<file path="config.mk">
export PLATFORM = sky130hd
export DESIGN_NAME = fetch_sequencer_flat
export DESIGN_NICKNAME = d
export VERILOG_FILES = /design/src/rtl/fetch_sequencer_if.sv /design/src/rtl/fetch_sequencer.sv /design/src/flat_wrapper.sv
export SDC_FILE = /design/constraint.sdc
export NUM_CORES = 1
export LEC_CHECK = 0
export BUFFER_PORTS_ARGS = -buffer_cell sky130_fd_sc_hd__buf_4
export CORE_ASPECT_RATIO = 0.6
export CORE_MARGIN = 2
export CORE_UTILIZATION = 42
export DETAILED_ROUTE_END_ITERATION = 7
export GPL_TIMING_DRIVEN = 0
export PLACE_DENSITY = 0.77
export SYNTH_ARGS = -nofsm -noshare
export SYNTH_HDL_FRONTEND = slang
export SYNTH_SLANG_ARGS = --single-unit
export TNS_END_PERCENT = 1
</file>
<file path="constraint.sdc">
create_clock -name clk -period 2.6 [get_ports clk]
set_clock_uncertainty 0.05 [all_clocks]
set_input_delay 0.52 -clock clk [delete_from_list [all_inputs] [get_ports clk]]
set_output_delay 0.52 -clock clk [all_outputs]
set_load 0.01 [all_outputs]
</file>
<file path="src/rtl/fetch_sequencer_if.sv">
// Instruction-memory byte-read bus between fetch_sequencer (master) and the
// instruction memory (slave).
interface fetch_sequencer_if;
  logic       mem_req;
  logic [7:0] mem_addr;
  logic       mem_ack;
  logic [7:0] mem_rdata;

  modport master (
    output mem_req,
    output mem_addr,
    input  mem_ack,
    input  mem_rdata
  );

  modport slave (
    input  mem_req,
    input  mem_addr,
    output mem_ack,
    output mem_rdata
  );
endinterface

</file>
<file path="src/rtl/fetch_sequencer.sv">
// Two-byte instruction fetch / execute sequencer with branch, halt and optional
// retired-instruction counter (enabled by defining FETCH_SEQ_INSTRET_EN).
module fetch_sequencer #(
  parameter logic [7:0] RESET_PC = 8'h00
) (
  input  logic                clk,
  input  logic                rst,
  fetch_sequencer_if.master   mem,
  input  logic                run_in,
  output logic [15:0]         inst_out,
  output logic                inst_valid,
  input  logic                exec_done,
  input  logic                branch_en,
  input  logic [7:0]          branch_target,
  input  logic                halt_in,
  output logic [7:0]          pc_out,
  output logic [1:0]          state_out,
  output logic [15:0]         instret_out
);

  typedef enum logic [1:0] {
    FETCH_L = 2'd0,
    FETCH_H = 2'd1,
    EXEC    = 2'd2,
    HALT    = 2'd3
  } state_t;

  // Instructions are halfword aligned, so the reset PC is forced even.
  localparam logic [7:0] PC_INIT = {RESET_PC[7:1], 1'b0};

  state_t      state_reg;
  logic [7:0]  pc_reg;
  logic [15:0] inst_reg;
  logic        low_accept;
  logic        high_accept;
  logic        retire;

  assign low_accept  = (state_reg == FETCH_L) && run_in && mem.mem_ack;
  assign high_accept = (state_reg == FETCH_H) && mem.mem_ack;
  assign retire      = (state_reg == EXEC) && exec_done;

  always_ff @(posedge clk or posedge rst) begin
    if (rst) begin
      state_reg <= FETCH_L;
      pc_reg    <= PC_INIT;
      inst_reg  <= 16'h0000;
    end else begin
      case (state_reg)
        FETCH_L: begin
          if (low_accept) begin
            inst_reg[7:0] <= mem.mem_rdata;
            state_reg     <= FETCH_H;
          end
        end
        FETCH_H: begin
          if (high_accept) begin
            inst_reg[15:8] <= mem.mem_rdata;
            state_reg      <= EXEC;
          end
        end
        EXEC: begin
          if (retire) begin
            pc_reg    <= branch_en ? {branch_target[7:1], 1'b0} : pc_reg + 8'd2;
            state_reg <= halt_in ? HALT : FETCH_L;
          end
        end
        default: begin
          state_reg <= HALT;
        end
      endcase
    end
  end

  // The reset term keeps a pending request from being visible while rst is
  // high, even though run_in alone would otherwise assert it in FETCH_L.
  assign mem.mem_req  = !rst && (((state_reg == FETCH_L) && run_in) || (state_reg == FETCH_H));
  assign mem.mem_addr = (state_reg == FETCH_H) ? pc_reg + 8'd1 : pc_reg;

  assign inst_out   = inst_reg;
  assign inst_valid = (state_reg == EXEC);
  assign pc_out     = pc_reg;
  assign state_out  = state_reg;

`ifdef FETCH_SEQ_INSTRET_EN
  logic [15:0] instret_reg;

  always_ff @(posedge clk or posedge rst) begin
    if (rst) begin
      instret_reg <= 16'h0000;
    end else if (retire) begin
      instret_reg <= instret_reg + 16'd1;
    end
  end

  assign instret_out = instret_reg;
`else
  assign instret_out = 16'h0000;
`endif

endmodule
</file>
<file path="src/flat_wrapper.sv">
// flat-port wrapper written by rule: the top's interface ports become plain ports
module fetch_sequencer_flat 
#(
  parameter logic [7:0] RESET_PC = 8'h00
)
  (clk, rst, run_in, inst_out, inst_valid, exec_done, branch_en, branch_target, halt_in, pc_out, state_out, instret_out, mem_mem_req, mem_mem_addr, mem_mem_ack, mem_mem_rdata);
  fetch_sequencer_if mem_i ();
  input  logic clk;
  input  logic rst;
  input  logic run_in;
  output logic [15:0] inst_out;
  output logic inst_valid;
  input  logic exec_done;
  input  logic branch_en;
  input  logic [7:0] branch_target;
  input  logic halt_in;
  output logic [7:0] pc_out;
  output logic [1:0] state_out;
  output logic [15:0] instret_out;
  output wire logic [$bits(mem_i.mem_req)-1:0] mem_mem_req;
  output wire logic [$bits(mem_i.mem_addr)-1:0] mem_mem_addr;
  input wire logic [$bits(mem_i.mem_ack)-1:0] mem_mem_ack;
  input wire logic [$bits(mem_i.mem_rdata)-1:0] mem_mem_rdata;
  assign mem_mem_req = mem_i.mem_req;
  assign mem_mem_addr = mem_i.mem_addr;
  assign mem_i.mem_ack = mem_mem_ack;
  assign mem_i.mem_rdata = mem_mem_rdata;
  fetch_sequencer #(.RESET_PC(RESET_PC)) u_core (.clk(clk), .rst(rst), .mem(mem_i), .run_in(run_in), .inst_out(inst_out), .inst_valid(inst_valid), .exec_done(exec_done), .branch_en(branch_en), .branch_target(branch_target), .halt_in(halt_in), .pc_out(pc_out), .state_out(state_out), .instret_out(instret_out));
endmodule
</file>
---- After elaboration in Yosys (flattened, before gate mapping) ----
Cells that the tools add are included.
cells by class
  reductions and logical operators ........ 12
  $lt $le $gt $ge ......................... 0
  shift operators ......................... 0
  eq/ne operators ......................... 5
  $add $sub $neg .......................... 2
  bitwise gates (word level) .............. 0
  divide/modulo/power cells ............... 0
  muxes and demuxes ....................... 7
  multipliers ............................. 0
operators with widths
  operator                                        number
  two-way mux 8 bit                               2
  adder 8 x 1 -> 8 bit (second input constant)    1
  adder 8 x 2 -> 8 bit (second input constant)    1
  two-way mux 2 bit                               4
  != test 2 x 1 -> 1 bit (second input constant)  3
  case mux 2 bit (3 select lines)                 1
  AND reduction 2 bit                             3
  logical AND 1 bit                               5
  AND reduction 3 bit                             1
  == test 2 x 1 -> 1 bit (second input constant)  1
  == test 2 bit (second input constant)           1
  logical NOT 2 bit                               1
  logical NOT 1 bit                               1
  logical OR 1 bit                                1
word-level totals
  memory bits (read-only) ................. 0
  RAM bits ................................ 0
  memories ................................ 0
  logic and storage cells ................. 30
  output and inout port bits .............. 52
  flip-flop bits (word level) ............. 26
  latch bits .............................. 0

---- Longest topological paths before layout ----
  depth after elaboration ................. 5
  depth in mapped cells ................... 7

---- Least setup slack after synthesis ----
OpenSTA, ideal clock, no wires.
  path kind ............................... register -> register
  start ................................... register u_core.state_reg[0] (netlist: u_core.state_out[0])
  end ..................................... register u_core.inst_reg[0] (netlist: u_core.inst_out[0])
  data arrival time ....................... 1.406 ns
  setup slack ............................. 1.019 ns
  stages on the path, launching flop included .. 4
  period minus slack after synthesis ...... 1.581 ns
  path through ............................ dfrtp_1 > buf_6 > nor4b_4 > mux2_2
on the way
  word-level cells in the longest chain between the ends .. 4
RTL lines
  item                             line                                          source
  from (decl)                      fetch_sequencer.sv:31                         state_t state_reg;
  from (signal assigned)           fetch_sequencer.sv:64                         state_reg <= halt_in ? HALT : FETCH_L;
  logical NOT 2 bit *              fetch_sequencer.sv:38, fetch_sequencer.sv:48
  logical AND 1 bit (2 in a row)   fetch_sequencer.sv:38                         assign low_accept = (state_reg == FETCH_L) && run_in && mem.mem_ack;
  AND reduction 2 bit (no line) *  n/a
  to (signal assigned)             fetch_sequencer.sv:51                         inst_reg[7:0] <= mem.mem_rdata;
  to (decl)                        fetch_sequencer.sv:33                         logic [15:0] inst_reg;
Every way passes the cells marked *; elsewhere a longest branch is shown, timed or not.
A chain may end at the register's enable or synchronous reset.

---- Final worst setup path ----
  start ................................... register u_core.state_reg[0] (netlist: u_core.state_out[0])
  end ..................................... register u_core.inst_reg[4] (netlist: u_core.inst_out[4])
Same word-level chain as after synthesis.

==> key figures <==
Run status
  • Status: complete, no violations

Synthesis
  • Synth Instances: 123
  • Sequential share of the synthesized area: 47.35%
  • Synth Register Bits: 25
  • Mapped Area: 0.001321 sq mm
  • Top cell type's share of synthesized area: 47.35%
  • Total number of yosys warnings: 0
  • Synth top area cells: dfrtp_1 47%, mux2_2 14%, buf_4 11%, nand3_1 2.7%, mux2i_1 2.3%
  • Synth unique cells: 25
  • Post-synth top area cell: dfrtp_1
  • Mapped Avg Cell Area: 10.74 sq um

STA
  • RSZ-0062 raised after global routing: false
  • Final Max Slew Viols: 0
  • Worst hold margin: 419.8 ps
  • Max Fclk: 575.8 MHz
  • Least-Margin Pin Slew: 926.3 ps
  • Setup Viol. Count Final: 0
  • Fin. Hold Viols: 0
  • Setup TNS: 0 ps
  • Tcrit/Tclk final: 66.79%
  • Relative slew slack: 38.18%
  • Min Clock Period, post-route: 1737 ps

Route
  • Remaining DRCs: 0
  • Final ANT Viol Nets: 0
  • 1st-iter DRT viols: 76
  • Vias/cell: 4.651
  • Detailed-route via count: 1121
  • WL final: 3043 microns
  • DR WL/cell: 12.63 microns
  • Drt first pass iters: 5

Pwr
  • Switching share of total power: 31.58%
  • Combinational power share: 42.8%
  • P per Cell Area: 790.5 mW/mm^2
  • Share of total power in the clock network: 14.8%
  • Sequential share of power: 42.4%
  • Total power: 1.502 mW
  • Sw Pwr: 0.4745 mW
  • Cell-internal power: 1.028 mW
  • Pleak: 0.9955 nW
  • Worst vdd ir: 0.6187 mV

Layout
  • Layout cells sized above 1: 51.26%
  • Core Util, Final: 64.91%
  • Post-Layout Cell Count: 241
  • Diode count: 0
  • Area grow syn2layout: 43.84%
  • Total Nets Final: 224
  • Fillers: 254

Floorplanning
  • Starting Density: 45.13%
  • Die extent in x: 76.41 microns
  • Rows: 15
  • Die height: 47.45 microns
  • DIE AREA: 0.003625 sq mm
  • Core area: 0.002928 sq mm
  • # IOs: 75

CTS
  • H-tree levels: 1
  • CTS tree: yes
  • Number of CTS-inserted buffers: 3
  • Clk_lat worst skew: 260 ps
  • Cts hold-fix bufs: 0
  • Clock Pin Slew Worst Setup and Hold Paths: 80 ps
  • # clock sinks: 25
  • Post-cts resize count: 0
  • CTS Root Cell: clkbuf_8
  • Setup Buffers After CTS: 0
  • Clk buf depth: 2

Global routing
  • Number of global-route vias before repair: 991
  • GRT Total Usage: 16.76%
  • First-pass GRT wire length: 4705 microns
  • Largest net degree at the start of global routing: 26
  • Initial antenna violation count: 0
  • Total gr overflow: 0

Critical path
  • Worst setup EP type: register
  • Crit path arrival time: 1840 ps
  • Worst Path Required: 2700 ps
  • R2R Setup Slk: 860 ps
  • Crit path launch type: register
  • Setup CP Type: reg -> reg
  • Max FO, Critical Path: 9

Placement
  • Port Buffer Count: 56
  • Placed cell count: 237
  • RD Place Congestion: 0.7919
  • DPL Wire Length: 2445 microns

Worst hold path
  • Hold Path Class: in -> async

Flow run
  • Total of max-cap violations: 0
==> state kept, by name, indices dropped and copies added (netlist names) <==
signal,cells
u_core.pc_out,7
u_core.state_out,2
u_core.inst_out,16
==> per-stage QoR <==
| step | area [sq um] | worst slack, ps |
|---|---|---|
| final | 1901 | 863.3 |
| after global routing | 1901 | 771.8 |
| after CTS | 1901 | 812.9 |
| after detailed placement | 1854 | 697.0 |
| after global placement | 1854 | 764.4 |
| after floorplan | 1381 | 1019 |
==> synthesized netlist by cell type <==
cell,instances
ha_1,1
buf_4,20
o22ai_1,4
a21oi_1,5
mux2i_1,3
a211oi_1,2
nor2b_1,2
nor2_1,6
mux2_2,16
inv_1,5
nand3_1,7
o21ai_0,6
nor3_1,1
and3_1,3
dfrtp_1,25
nand3b_1,1
nor4b_4,1
nand2_1,3
buf_6,2
and3b_1,1
buf_2,2
or2_2,1
conb_1,1
clkbuf_1,4
a31oi_1,1
==> routing by layer <==
| metal | vias up | routed length (microns) | GRT usage (%) |
|---|---|---|---|
| met2 | 52 | 1429 | 28.85 |
| met3 | 4 | 292 | 7.547 |
| met5 | - | 0 | 0 |
| met1 | 526 | 1305 | 20.51 |
| met4 | 0 | 16 | 3.273 |
| li1 | 539 | - | - |
==> critical path, cell delays in order, from the launching register on <==
cell     delay, ps
dfrtp_1        400
buf_6          140
nor4b_4        620
mux2_2         410
==> cell usage in the layout (no fill, tap or decap), drive strengths merged <==
cell type / synthesis / final
clkbuf: 4 / 7
ha: 1 / 1
a211oi: 2 / 2
nand3b: 1 / 1
nand3: 7 / 7
o22ai: 4 / 4
mux2i: 3 / 3
conb: 1 / 17
and3: 3 / 3
nor3: 1 / 1
mux2: 16 / 16
dfrtp: 25 / 25
nor2b: 2 / 2
a21oi: 5 / 5
nor4b: 1 / 1
a31oi: 1 / 1
nand2: 3 / 3
clkinv: 0 / 1
buf: 24 / 80
or2: 1 / 1
and3b: 1 / 1
inv: 5 / 5
o21ai: 6 / 6
nor2: 6 / 6
==> power by group through the flow <==
stage	clock (mW)	combinational (mW)	sequential, mW
after detailed placement	0	0.648	0.646
after global placement	0	0.634	0.640
after floorplan	0	0.249	0.700
after CTS	0.235	0.650	0.640
after global routing	0.253	0.697	0.659
final	0.222	0.643	0.638
==> worst paths after layout <==
path | from | end | cells past startpoint
worst max-delay path | u_core.state_out[0] | u_core.inst_out[4] | 3
worst min-delay path | rst | u_core.inst_out[4] | 2
worst max register to register | u_core.state_out[0] | u_core.inst_out[4] | 3
worst min register to register | u_core.inst_out[6] | u_core.inst_out[6] | 1
max in group asynchronous | rst | u_core.inst_out[0] | 2
min in group clk | mem_mem_rdata[3] | u_core.inst_out[3] | 2
==> logic make-up after synthesis <==
group / share of synthesized area [%]
simple gates: 11.46
other cells: 0.2838
fa+ha+maj: 0.9468
compound gates: 7.670
flops: 47.35
buf+inv: 16.38
mux: 15.91
==> area by class of cell <==
class	instances	area, sq um	share of cell area (%)
clock buffers	3	41.29	2.172
well taps	42	52.55	2.765
repair buffers	56	420.4	22.12
multi-input cells	81	539.3	28.37
flip-flops and latches	25	625.6	32.92
inverters	5	18.77	0.9875
plain buffers	28	197.7	10.40
clock inverters	1	5.005	0.2633
Power figures use the tool's default switching activity.
